## config.mk

```make
export PLATFORM = sky130hd
export DESIGN_NAME = down_timer7
export DESIGN_NICKNAME = d
export VERILOG_FILES = /design/src/rtl/down_timer7.sv
export SDC_FILE = /design/constraint.sdc
export NUM_CORES = 1
export LEC_CHECK = 0
export BUFFER_PORTS_ARGS = -buffer_cell sky130_fd_sc_hd__buf_2
export CAP_MARGIN = 25
export CORE_MARGIN = 2
export CORE_UTILIZATION = 45
export DETAILED_ROUTE_END_ITERATION = 7
export GPL_ROUTABILITY_DRIVEN = 0
export GPL_TIMING_DRIVEN = 0
export PLACE_DENSITY = 0.81
export SLEW_MARGIN = 20
export SYNTH_ARGS = -nofsm -noshare
export SYNTH_HDL_FRONTEND = slang
export SYNTH_SLANG_ARGS = --single-unit
```

## constraint.sdc

```tcl
create_clock -name clk -period 2.2 [get_ports clk]
set_input_delay 0.33 -clock clk [delete_from_list [all_inputs] [get_ports clk]]
set_output_delay 0.33 -clock clk [all_outputs]
set_load 0.02 [all_outputs]
```

## src/rtl/down_timer7.sv

```systemverilog
// Loadable 4-bit countdown timer with prescaler, expiry pulse and 7-segment output.
// Optional periodic mode: define DOWN_TIMER7_AUTO_RELOAD_EN to reload on expiry instead of stopping.
module down_timer7 #(
  parameter int unsigned PRESCALE = 1
) (
  input  logic       clk,
  input  logic       reset,
  input  logic       load,
  input  logic [3:0] load_val,
  input  logic       start,
  input  logic       stop,
  output logic [3:0] q,
  output logic [6:0] dout,
  output logic       zero,
  output logic       running,
  output logic       done
);

  localparam int unsigned PW = (PRESCALE > 1) ? $clog2(PRESCALE) : 1;
  localparam logic [PW-1:0] TICK_AT = PW'(PRESCALE - 1);

  typedef enum logic [1:0] {IDLE, RUN, EXPIRED} state_t;

  state_t        state_q, state_d;
  logic [3:0]    q_q, q_d;
  logic [3:0]    reload_q, reload_d;
  logic [PW-1:0] presc_q, presc_d;
  logic          done_q, done_d;
  logic          running_q, running_d;
  logic          tick_c;

  assign tick_c = (presc_q == TICK_AT);

  // Next-state: load > stop > start > tick; a stop in IDLE also blocks start.
  always_comb begin
    state_d  = state_q;
    q_d      = q_q;
    reload_d = reload_q;
    presc_d  = presc_q;
    done_d   = 1'b0;
    if (load) begin
      q_d      = load_val;
      reload_d = load_val;
      presc_d  = '0;
      state_d  = IDLE;
    end else begin
      unique case (state_q)
        IDLE: begin
          if (!stop && start && (q_q != 4'd0)) begin
            state_d = RUN;
            presc_d = '0;
          end
        end
        RUN: begin
          if (stop) begin
            state_d = IDLE;
            presc_d = '0;
          end else if (tick_c) begin
            presc_d = '0;
            if (q_q == 4'd1) begin
              done_d = 1'b1;
`ifdef DOWN_TIMER7_AUTO_RELOAD_EN
              q_d    = reload_q;
`else
              q_d     = 4'd0;
              state_d = EXPIRED;
`endif
            end else begin
              q_d = q_q - 4'd1;
            end
          end else begin
            presc_d = presc_q + PW'(1);
          end
        end
        EXPIRED: begin
          state_d = EXPIRED;
        end
        default: begin
          state_d = IDLE;
        end
      endcase
    end
    running_d = (state_d == RUN);
  end

  always_ff @(posedge clk) begin
    if (reset) begin
      state_q   <= IDLE;
      q_q       <= 4'd0;
      reload_q  <= 4'd0;
      presc_q   <= '0;
      done_q    <= 1'b0;
      running_q <= 1'b0;
    end else begin
      state_q   <= state_d;
      q_q       <= q_d;
      reload_q  <= reload_d;
      presc_q   <= presc_d;
      done_q    <= done_d;
      running_q <= running_d;
    end
  end

  // BCD to 7-segment, active-high {g,f,e,d,c,b,a}; non-decimal codes blank the display.
  always_comb begin
    dout = 7'h00;
    unique case (q_q)
      4'd0: dout = 7'h3F;
      4'd1: dout = 7'h06;
      4'd2: dout = 7'h5B;
      4'd3: dout = 7'h4F;
      4'd4: dout = 7'h66;
      4'd5: dout = 7'h6D;
      4'd6: dout = 7'h7D;
      4'd7: dout = 7'h07;
      4'd8: dout = 7'h7F;
      4'd9: dout = 7'h6F;
      default: dout = 7'h00;
    endcase
  end

  assign q       = q_q;
  assign zero    = (q_q == 4'd0);
  assign running = running_q;
  assign done    = done_q;

endmodule
```

Word-level counts from Yosys, hierarchy flattened
Memories as Yosys holds them, arrays and structs flattened. A register that Yosys moved wholly into a read port is not among the register bits. Index checks and enable logic that the tools add are counted.

Add/subtract/negate cells: 2. Eq/ne operators: 7. Multiplexer cells: 18. Bitwise operators: 1. Reduce and logical (&&, ||, !) cells: 12.

Operator list (number): 4-bit 2-to-1 mux (7); 2-bit 2-to-1 mux (5); 2-bit != test (second input constant) (3); 2-bit one-hot mux with 3 select lines (1); 5-bit OR reduction (1); 2-bit by 1-bit equality test with 1-bit output (second input constant) (2); 4-bit by 1-bit equality test with 1-bit output (second input constant) (1); 4-bit zero test (1); 1-bit 2-to-1 mux (4); 2-bit nonzero test (2); 4-bit nonzero test (1); 4-bit by 1-bit subtractor with 4-bit output (second input constant) (1); 3-bit AND reduction (1); 2-bit equality test (second input constant) (1); 1-bit logical AND (2); 2-bit zero test (1); 1-bit one-hot mux with 2 select lines (1); 2-bit AND reduction (1); 2-bit OR reduction (1); 1-bit adder (second input constant) (1); 1-bit zero test (1); 1-bit NOT (1).

Register bits after elaboration: 9. ROM bits: 112. Bits of input ports: 9. Output and inout port bits: 14. Word-level logic and storage cells: 46. Memories: 1.

Memories: (name not given) (depth 16, bits a word 7, rd ports 1, clocked after Yosys merged registers in 1, write ports 0, RTL line 107) `unique case (q_q)`.

Logic depth before layout (Yosys ltp)
Gate-level depths: netlist (run 1).

Depth in word-level cells: 8. Mapped depth: 10. Depth with buffers taken out: 10.

Worst setup path after synthesis (run 1)
OpenSTA, ideal clock, no wires.

Path type: register -> register. From: register q_q[1] (netlist: q[1]). To: register dout[4] (netlist name). Setup time: 0.122 ns. Data arrival time: 2.337 ns. Slack: -0.259 ns. Stages on the path, launching flop included: 11. Path buffers: 0. Period minus slack after synthesis: 2.459 ns. Cells stage by stage: dfxtp_1 -> inv_1 -> ha_1 -> nor3b_2 -> or3_4 -> a221oi_4 -> inv_1 -> ha_1 -> nor2_1 -> a211oi_1 -> a311o_1.

Longest elaborated chain between the ends: 8. Elaborated cells between the ends (all ways): 9.

Ends and longest elaborated chain: start, declared (RTL line 25) `logic [3:0] q_q, q_d;`; start signal, assigned (RTL line 96) `q_q <= q_d;`; 4-bit by 1-bit subtractor with 4-bit output or 4-bit by 1-bit equality test with 1-bit output (tied branches) (RTL line 69, 60); 4-bit 2-to-1 mux (RTL line 60) `if (q_q == 4'd1) begin`; 4-bit 2-to-1 mux (RTL line 58) `end else if (tick_c) begin`; 4-bit 2-to-1 mux (RTL line 55) `if (stop) begin`; 4-bit 2-to-1 mux (RTL line 47) `unique case (state_q)`; 4-bit 2-to-1 mux (RTL line 41) `if (load) begin`; 4-bit 2-to-1 mux (no source line) * (2 in series).

Every way passes the cells marked *; elsewhere a longest branch is shown, timed or not. The select of a mux whose other input is x is not followed. A chain may end at the register's enable or synchronous reset.

Worst setup path in the final report (run 1)
From: register state_q[1]. To: register dout[6] (netlist name).

Longest elaborated chain between the ends: 5.

Ends and longest elaborated chain: start, declared (RTL line 24) `state_t state_q, state_d;`; start signal, assigned (RTL line 95) `state_q <= state_d;`; 2-bit by 1-bit equality test with 1-bit output (RTL line 47); 2-bit nonzero test (no source line); 3-bit AND reduction (no source line); 4-bit 2-to-1 mux (no source line) (2 in series).

Every way passes these cells.

==> impl_metrics.yaml, run 1 <==
synthesis:
  syn_area_per_cell_um2: 9.33
  synth_area_um2: 831
  synth_area_leaders: "dfxtp_1 (36%), ha_1 (14%), a21oi_1 (5.4%), inv_1 (3.6%), a221oi_4 (3.2%)"
  synth.distinct_cells: 33
  synth_ff_type: "dfxtp_1"
  seq_area_frac_synth_pct: 36.1
  netlist.area_leader.share_pct: 36.1
  synth_area_leader_cell: "dfxtp_1"
  yosys_warnings: 0
  synth_async_sr_flop_share_pct: 0
  synth_cells: 89
  syn_nets: 107
  ys_seq_elements: 15
  synth_edf_count: 0
routing:
  viasPerCell: 5.26
  ant_nets: 0
  drc: 0
  wirelength_um: 1960
  wl_per_cell_um: 13.3
  firstDrtPassIters: 4
  vias: 778
  initialDrtViolationCount: 16
clock_tree:
  clock-sinks: 15
  clk_pin_slew_worst_paths_ns: 0.09
  cts-htree-levels: 1
  cts_buffers: 3
  clk_latency_ns: 0.28
  cts_tree: "built"
  cts_buffer_depth: 2
  ctsRootBufferMaster: "clkbuf_4"
setup_path:
  cp-start-kind: "register"
  cp_top_family: "simple AND/OR/NAND/NOR gates"
  required_ns: 2.38
  crit_chain: "or3b_4 -> or3_4 -> a221oi_4 -> buf_4 -> ha_1 -> nand3b_1 -> a21oi_2 -> or2_4"
  reg2reg_slack_ns: -0.11
  worst_ep_arrival_time_ns: 2.48
  critPathBufInv: 1
  crit_fanout: 3
  worst_path_largest_cell_delay_ns: 0.41
  criticalPathCategory: "reg2reg"
  cp_slowest_cell: "or3_4"
  crit_path_end_kind: "register"
pwr:
  vdd_ir_drop_max_v: 0.000428
  cellLeakagePower_nw: 0.498
  power.density_nw_per_um2: 567
  power_mw: 0.646
timing:
  rsz0062_at_grt: "true"
  skew_ns: 0.00653
  worst_pin_slew_ns: 0.527
  clock.fmax_ghz: 0.433
  fin_crit_ns: 2.31
  slew_headroom_pct: 64.9
  finalMaxSlewViolations: 0
  period_share_pct: 105
  finalHoldViolations: 0
  setup_viol: 4
  setup_slack_ns: -0.107
min_path:
  min_path_type: "in2reg"
layout:
  fin_nets: 142
  regArea_um2: 310
  fin_area_um2: 1140
  final_cell_mix: "buf_2 (24), dfxtp_1 (11), a21oi_1 (7), ha_1 (7), buf_4 (7)"
  multi_input_area_um2: 556
  drive_gt1_share_pct: 44.7
  final_cell_count_no_fill: 148
  diodes: 0
  fin_util_pct: 65.9
  final_common_cell: "buf_2"
  nFillCells: 160
  area_growth_pct: 37.0
die:
  die_h_um: 47.0
  io_pins: 23
  die_area_um2: 2210
  initial_core_util_pct: 48.1
  num_rows: 15
  die_w_um: 47.0
  core_area_um2: 1730
flow_run:
  cap_violations: 0
global_routing:
  grt_pass1_vias: 724
  grt_start_max_net_pins: 11
  use_met2_pct: 36.2
  gr-usage-met1_pct: 22.0
  antenna_found_initial: 0
  overflow: 0
  grt_busiest_layer: "met2"
  use_met3_pct: 3.46
  grt_usage_pct: 19.6
  grt_pass1_wl_um: 3080
status:
  violations: "setup timing"
  status: "complete, but fails checks"
place:
  dp.cells: 136
  place.detailed.hpwl_um: 1290
  portBuffers: 22
  placed_area_um2: 991
[layer usage]
metal	part of all wire [%]	vias up
met2	56	16
met5	0	-
met1	41	372
met4	0	0
li1	-	390
met3	3.1	0
[stage by stage]
step / TNS (ns) / hold WS, ns / setup WS [ns]
after floorplan: -0.00941 / 0.408 / -0.00941
after global placement: -0.791 / 0.459 / -0.240
after detailed placement: -0.900 / 0.475 / -0.256
after CTS: -0.0447 / 0.270 / -0.0435
after global routing: -0.644 / 0.301 / -0.168
final: -0.211 / 0.280 / -0.107
[synth_stat cells, types with 2 or more instances]
library cell	instances
a21o_1	2
a21oi_1	9
a32o_1	2
buf_2	2
dfxtp_1	15
ha_1	9
inv_1	8
nand2_1	6
nor2_1	5
nor3_1	3
nor3b_1	2
nor4_1	2
o21a_1	2
o22ai_1	2
or3_1	2
[final cells by class]
cell class              count  area share (%)
plain buffers               2           0.879
clock inverters             1           0.440
inverters                   8            2.64
well taps                  25            2.75
multi-input cells          64            48.8
flip-flops and latches     15            27.3
clock buffers               3            1.98
repair buffers             30            15.3
[repair_timing]
| item | CTS | global route |
|---|---|---|
| setup buffers | 8 | 0 |
| hold buffers | 0 | 0 |
| resized for setup | 7 | 7 |
| pin swaps | 8 | 6 |
| setup endpoints to repair | 4 | 7 |
[logic make-up (layout without fill, tap and decap cells)]
group,count (synthesis),count (layout),share of synthesized area (%)
buffers and inverters,10,44,4.82
flip-flops,15,15,36.1
adder cells (fa/ha/maj),9,9,13.6
AO/OA/AOI/OAI,25,25,23.6
AND/OR/NAND/NOR,30,30,21.8
[worst register-to-register path: stages (launching register included)]
cell and delay [ns]:
dfxtp_4 0.36, or3b_4 0.37, or3_4 0.41, a221oi_4 0.30, buf_4 0.18, ha_1 0.15, nand3b_1 0.15, a21oi_2 0.08
or2_4 0.22
[power breakdown]
part | internal, mW | leakage, nW | switching, mW
clock network | 0.0673 | 0.0177 | 0.0855
registers | 0.291 | 0.126 | 0.0111
logic | 0.0796 | 0.354 | 0.111
total | 0.438 | 0.498 | 0.208
[final timing paths]
check | from | to | cells past startpoint
worst min register to register | state_q[1] | running | 2
worst max-delay path | state_q[1] | dout[6] | 8
worst min-delay path | stop | running | 2
worst max register to register | state_q[1] | dout[6] | 8
[flip-flops by register name, indices dropped and copies added (netlist names)]
signal   flops
done         1
state_q      2
dout         7
running      1
q            4
Power figures use the tool's default switching activity.
==> run 2, diff against run 1 <==
Settings changed: CORE_ASPECT_RATIO set to 1.2.
==> impl_metrics.yaml, run 2 (same netlist as run 1, synthesis figures left out) <==
pwr:
  comb_power_share_pct: 28.8
  power_mw: 0.643
  switching_share_pct: 32.0
  switching_power_mw: 0.206
  power.internal_mw: 0.437
  seqPwrFrac_pct: 47.1
  clockPowerShare_pct: 24.1
  power.density_nw_per_um2: 578
  cellLeakagePower_nw: 0.484
  vdd_ir_drop_max_v: 0.000393
timing:
  setup-tns-final_ns: -0.210
  finalHoldViolations: 0
  skew_ns: 0.000893
  rsz0062_at_grt: "true"
  holdWs_ns: 0.267
  setup_slack_ns: -0.0641
  fin_crit_ns: 2.26
  setup_viol: 4
  finalMaxSlewViolations: 0
  worst_pin_slew_ns: 0.461
  slew_headroom_pct: 69.3
  period_share_pct: 103
  clock.fmax_ghz: 0.442
min_path:
  min_path_type: "in2reg"
  min_from: "stop"
layout:
  final_cell_mix: "buf_2 (24), dfxtp_1 (11), a21oi_1 (7)"
  fin_nets: 140
  final_common_cell: "buf_2"
  diodes: 0
  drive_gt1_share_pct: 43.8
  final_cell_count_no_fill: 140
  fin_area_um2: 1110
  largest_register_ffs: 7
  area_growth_pct: 33.9
  fin_util_pct: 62.3
flow_run:
  cap_violations: 0
routing:
  firstDrtPassIters: 4
  ant_nets: 0
  wirelength_um: 1830
  initialDrtViolationCount: 12
  vias: 777
  viasPerCell: 5.55
  drc: 0
  wl_per_cell_um: 13.1
status:
  violations: "setup timing"
  status: "complete, but fails checks"
clock_tree:
  cts_buffer_depth: 2
  clock-sinks: 15
  clk_pin_slew_worst_paths_ns: 0.09
  cts_tree: "built"
  clk_latency_ns: 0.28
  cts_hold_buf: 0
  cts-htree-levels: 1
  ctsRootBufferMaster: "clkbuf_4"
  cts_buffers: 3
global_routing:
  grt_usage_pct: 16.6
  grt_pass1_wl_um: 2700
  antenna_found_initial: 0
  grt_start_max_net_pins: 11
  grt_pass1_vias: 671
  overflow: 0
place:
  placed_area_um2: 983
  place.detailed.hpwl_um: 1360
  dp.cells: 130
  dp_slack_ns: -0.269
  portBuffers: 22
setup_path:
  timing.rr.start: "state_q[0]"
  crit_path_end_kind: "register"
  startpoint: "state_q[0]"
  required_ns: 2.38
  cp-start-kind: "register"
  worst_ep_arrival_time_ns: 2.44
  crit_fanout: 4
  criticalPathCategory: "reg2reg"
die:
  die_h_um: 51.1
  io_pins: 23
  num_rows: 17
  die_area_um2: 2210
  die_w_um: 43.2
  core_area_um2: 1790
  initial_core_util_pct: 46.5
## run 2: layout make-up
type                       count  area (µm²)
clock buffer                   3        22.5
buffer                         2        10.0
multi-input combinational     64         554
clock inverter                 1        5.00
fill                         170         674
sequential                    15         308
timing repair buffer          28         159
tap                           19        23.8
inverter                       8        30.0
## run 2: final timing paths
check                to  slack [ns]  cells after the start
min          state_q[0]        0.27                      2
min reg2reg  state_q[0]        0.48                      1
max             dout[4]       -0.06                      8
max reg2reg     dout[4]       -0.06                      8
## run 2: timing repair
action,in CTS,in global routing
pin swaps,4,4
gates cloned,0,0
resized for setup,3,8
buffers inserted,4,2
setup endpoints to repair,6,7
## run 2: power by group through the flow
stage | Sequential (mW) | Clock [mW] | Combinational (mW)
finish | 0.303 | 0.155 | 0.185
global route | 0.305 | 0.167 | 0.201
CTS | 0.303 | 0.159 | 0.174
detailed placement | 0.309 | 0 | 0.162
global placement | 0.308 | 0 | 0.158
floorplan | 0.335 | 0 | 0.0875
## run 2: layer usage
metal / wire (µm) / global-route usage [%] / up-vias
met5: 0 / 0 / -
met4: 40 / 9.09 / 0
met3: 103 / 3.18 / 5
met2: 979 / 31.1 / 27
met1: 704 / 16.6 / 361
li1: - / - / 384
## run 2: worst max-delay path: stages, from the launching register on
cell,delay (ns)
dfxtp_2,0.36
or3b_4,0.39
or3_4,0.40
a221oi_4,0.32
inv_2,0.12
ha_4,0.17
nor2_1,0.08
a211oi_1,0.05
a311o_1,0.27
==> run 3, diff against run 2 <==
Settings changed: PLACE_DENSITY 0.81 to unset, PLACE_DENSITY_LB_ADDON set to 0.15, SLEW_MARGIN 20 to 5.
==> impl_metrics.yaml, run 3 (same netlist as run 1, synthesis figures left out) <==
status:
  status: "complete, but fails checks"
  violations: "setup timing"
die:
  io_pins: 23
  die_area_um2: 2210
  die_w_um: 43.2
  die_h_um: 51.1
  core_area_um2: 1790
  num_rows: 17
  initial_core_util_pct: 46.5
min_path:
  min_path_type: "in2reg"
  hold_path_depth: 2
  hold_end: "state_q[0]"
  min_from: "stop"
pwr:
  power.density_nw_per_um2: 572
  power.internal_mw: 0.440
  vdd_ir_drop_max_v: 0.000331
  cellLeakagePower_nw: 0.500
  switching_power_mw: 0.206
  clockPowerShare_pct: 23.8
  switching_share_pct: 31.9
  seqPwrFrac_pct: 47.0
  comb_power_share_pct: 29.2
timing:
  setup_viol: 3
  period_share_pct: 103
  finalHoldViolations: 0
  worst_pin_slew_ns: 0.459
  slew_headroom_pct: 69.4
  rsz0062_at_grt: "true"
  clock.fmax_ghz: 0.443
  finalMaxSlewViolations: 0
  setup_slack_ns: -0.0590
  skew_ns: 0.00897
  fin_crit_ns: 2.26
  holdWs_ns: 0.269
setup_path:
  rr_worst_depth: 8
  crit_path_end_kind: "register"
  cp-start-kind: "register"
  worst_path_largest_cell_delay_ns: 0.39
  crit_fanout: 4
  worstReg2RegEnd: "dout[4]"
  cp_slowest_cell: "or3_4"
  crit_chain: "or3b_4 -> or3_4 -> a221oi_4 -> inv_2 -> ha_4 -> nor2_1 -> a211oi_1 -> a311o_1"
  reg2reg_slack_ns: -0.06
  cp_top_family: "simple AND/OR/NAND/NOR gates"
  worst_ep_arrival_time_ns: 2.44
  criticalPathCategory: "reg2reg"
  critPathBufInv: 1
  required_ns: 2.38
  timing.rr.start: "state_q[0]"
  cp.depth: 8
clock_tree:
  clk_pin_slew_worst_paths_ns: 0.09
  ctsRootBufferMaster: "clkbuf_4"
  cts-htree-levels: 1
  cts_buffer_depth: 2
  clk_latency_ns: 0.28
  cts_hold_buf: 0
  clock-sinks: 15
  cts_buffers: 3
  cts_tree: "built"
place:
  placed_area_um2: 983
  place.detailed.hpwl_um: 1330
  portBuffers: 22
routing:
  firstDrtPassIters: 4
  drc: 0
  initialDrtViolationCount: 6
  wl_per_cell_um: 13.0
  ant_nets: 0
  viasPerCell: 5.35
  wirelength_um: 1840
  vias: 760
global_routing:
  grt_pass1_wl_um: 3010
  grt_usage_pct: 18.1
  antenna_found_initial: 0
  grt_start_max_net_pins: 11
  grt_pass1_vias: 742
  overflow: 0
layout:
  largest_register_ffs: 7
  fin_area_um2: 1130
  final_cell_mix: "buf_2 (24), dfxtp_1 (11), a21oi_1 (8), buf_4 (8)"
  fin_nets: 142
  diodes: 0
  nFillCells: 151
  drive_gt1_share_pct: 45.5
  area_growth_pct: 35.7
  final_common_cell: "buf_2"
flow_run:
  cap_violations: 0
-- run 3: layout make-up --
class / count / area [µm²] / area share (%)
Sequential cell: 15 / 308 / 27.3
Buffer: 2 / 10.0 / 0.888
Clock inverter: 1 / 5.00 / 0.444
Tap cell: 19 / 23.8 / 2.11
Multi-Input combinational cell: 64 / 556 / 49.3
Timing Repair Buffer: 30 / 170 / 15.1
Inverter: 8 / 32.5 / 2.89
Clock buffer: 3 / 22.5 / 2.00
-- run 3: per-layer routing --
layer	track usage (%)	vias to the layer above	share of wire, %
met3	3.18	4	2.8
met2	33.8	14	56
met1	19.3	355	40
met4	8.08	0	1.5
li1	-	387	-
met5	0	-	0
-- run 3: worst register-to-register path: stages (launching register included) --
cell and delay (ns):
dfxtp_2 0.33, or3b_4 0.38, or3_4 0.39, a221oi_4 0.35, inv_2 0.12, ha_4 0.17, nor2_1 0.08, a211oi_1 0.05
a311o_1 0.28
-- run 3: through the flow --
step                      setup TNS [ns]  power, mW  util (%)  setup slack, ns  instances
final                             -0.131      0.645      63.1          -0.0590        142
after global routing              -0.419      0.683      63.1           -0.138        142
after CTS                        -0.0508      0.639      60.6          -0.0393        140
after detailed placement          -0.962      0.471      55.0           -0.273        130
after global placement            -0.958      0.467      55.0           -0.270        130
after floorplan                 -0.00941      0.423         -         -0.00941         89
-- run 3: worst max path at each step --
stage | slack [ns] | end | from
6_report | -0.06 | dout[4] | state_q[0]
5_1_grt | -0.14 | dout[4] | state_q[0]
4_1_cts | -0.04 | dout[4] | state_q[0]
3_5_place_dp | -0.27 | dout[4] | stop
3_3_place_gp | -0.27 | dout[4] | stop
2_1_floorplan | -0.009 | dout[4] | stop
-- run 3: repair_timing --
| item | CTS | global route |
|---|---|---|
| gates resized for setup | 6 | 6 |
| setup buffers | 6 | 2 |
| pin swaps | 4 | 4 |
| setup endpoints to repair | 5 | 7 |
-- run 3: power by group through the flow --
stage | clock (mW) | combinational (mW) | sequential [mW]
floorplan | 0 | 0.0875 | 0.335
global placement | 0 | 0.159 | 0.308
detailed placement | 0 | 0.162 | 0.309
CTS | 0.160 | 0.176 | 0.303
global route | 0.171 | 0.206 | 0.306
finish | 0.154 | 0.188 | 0.303
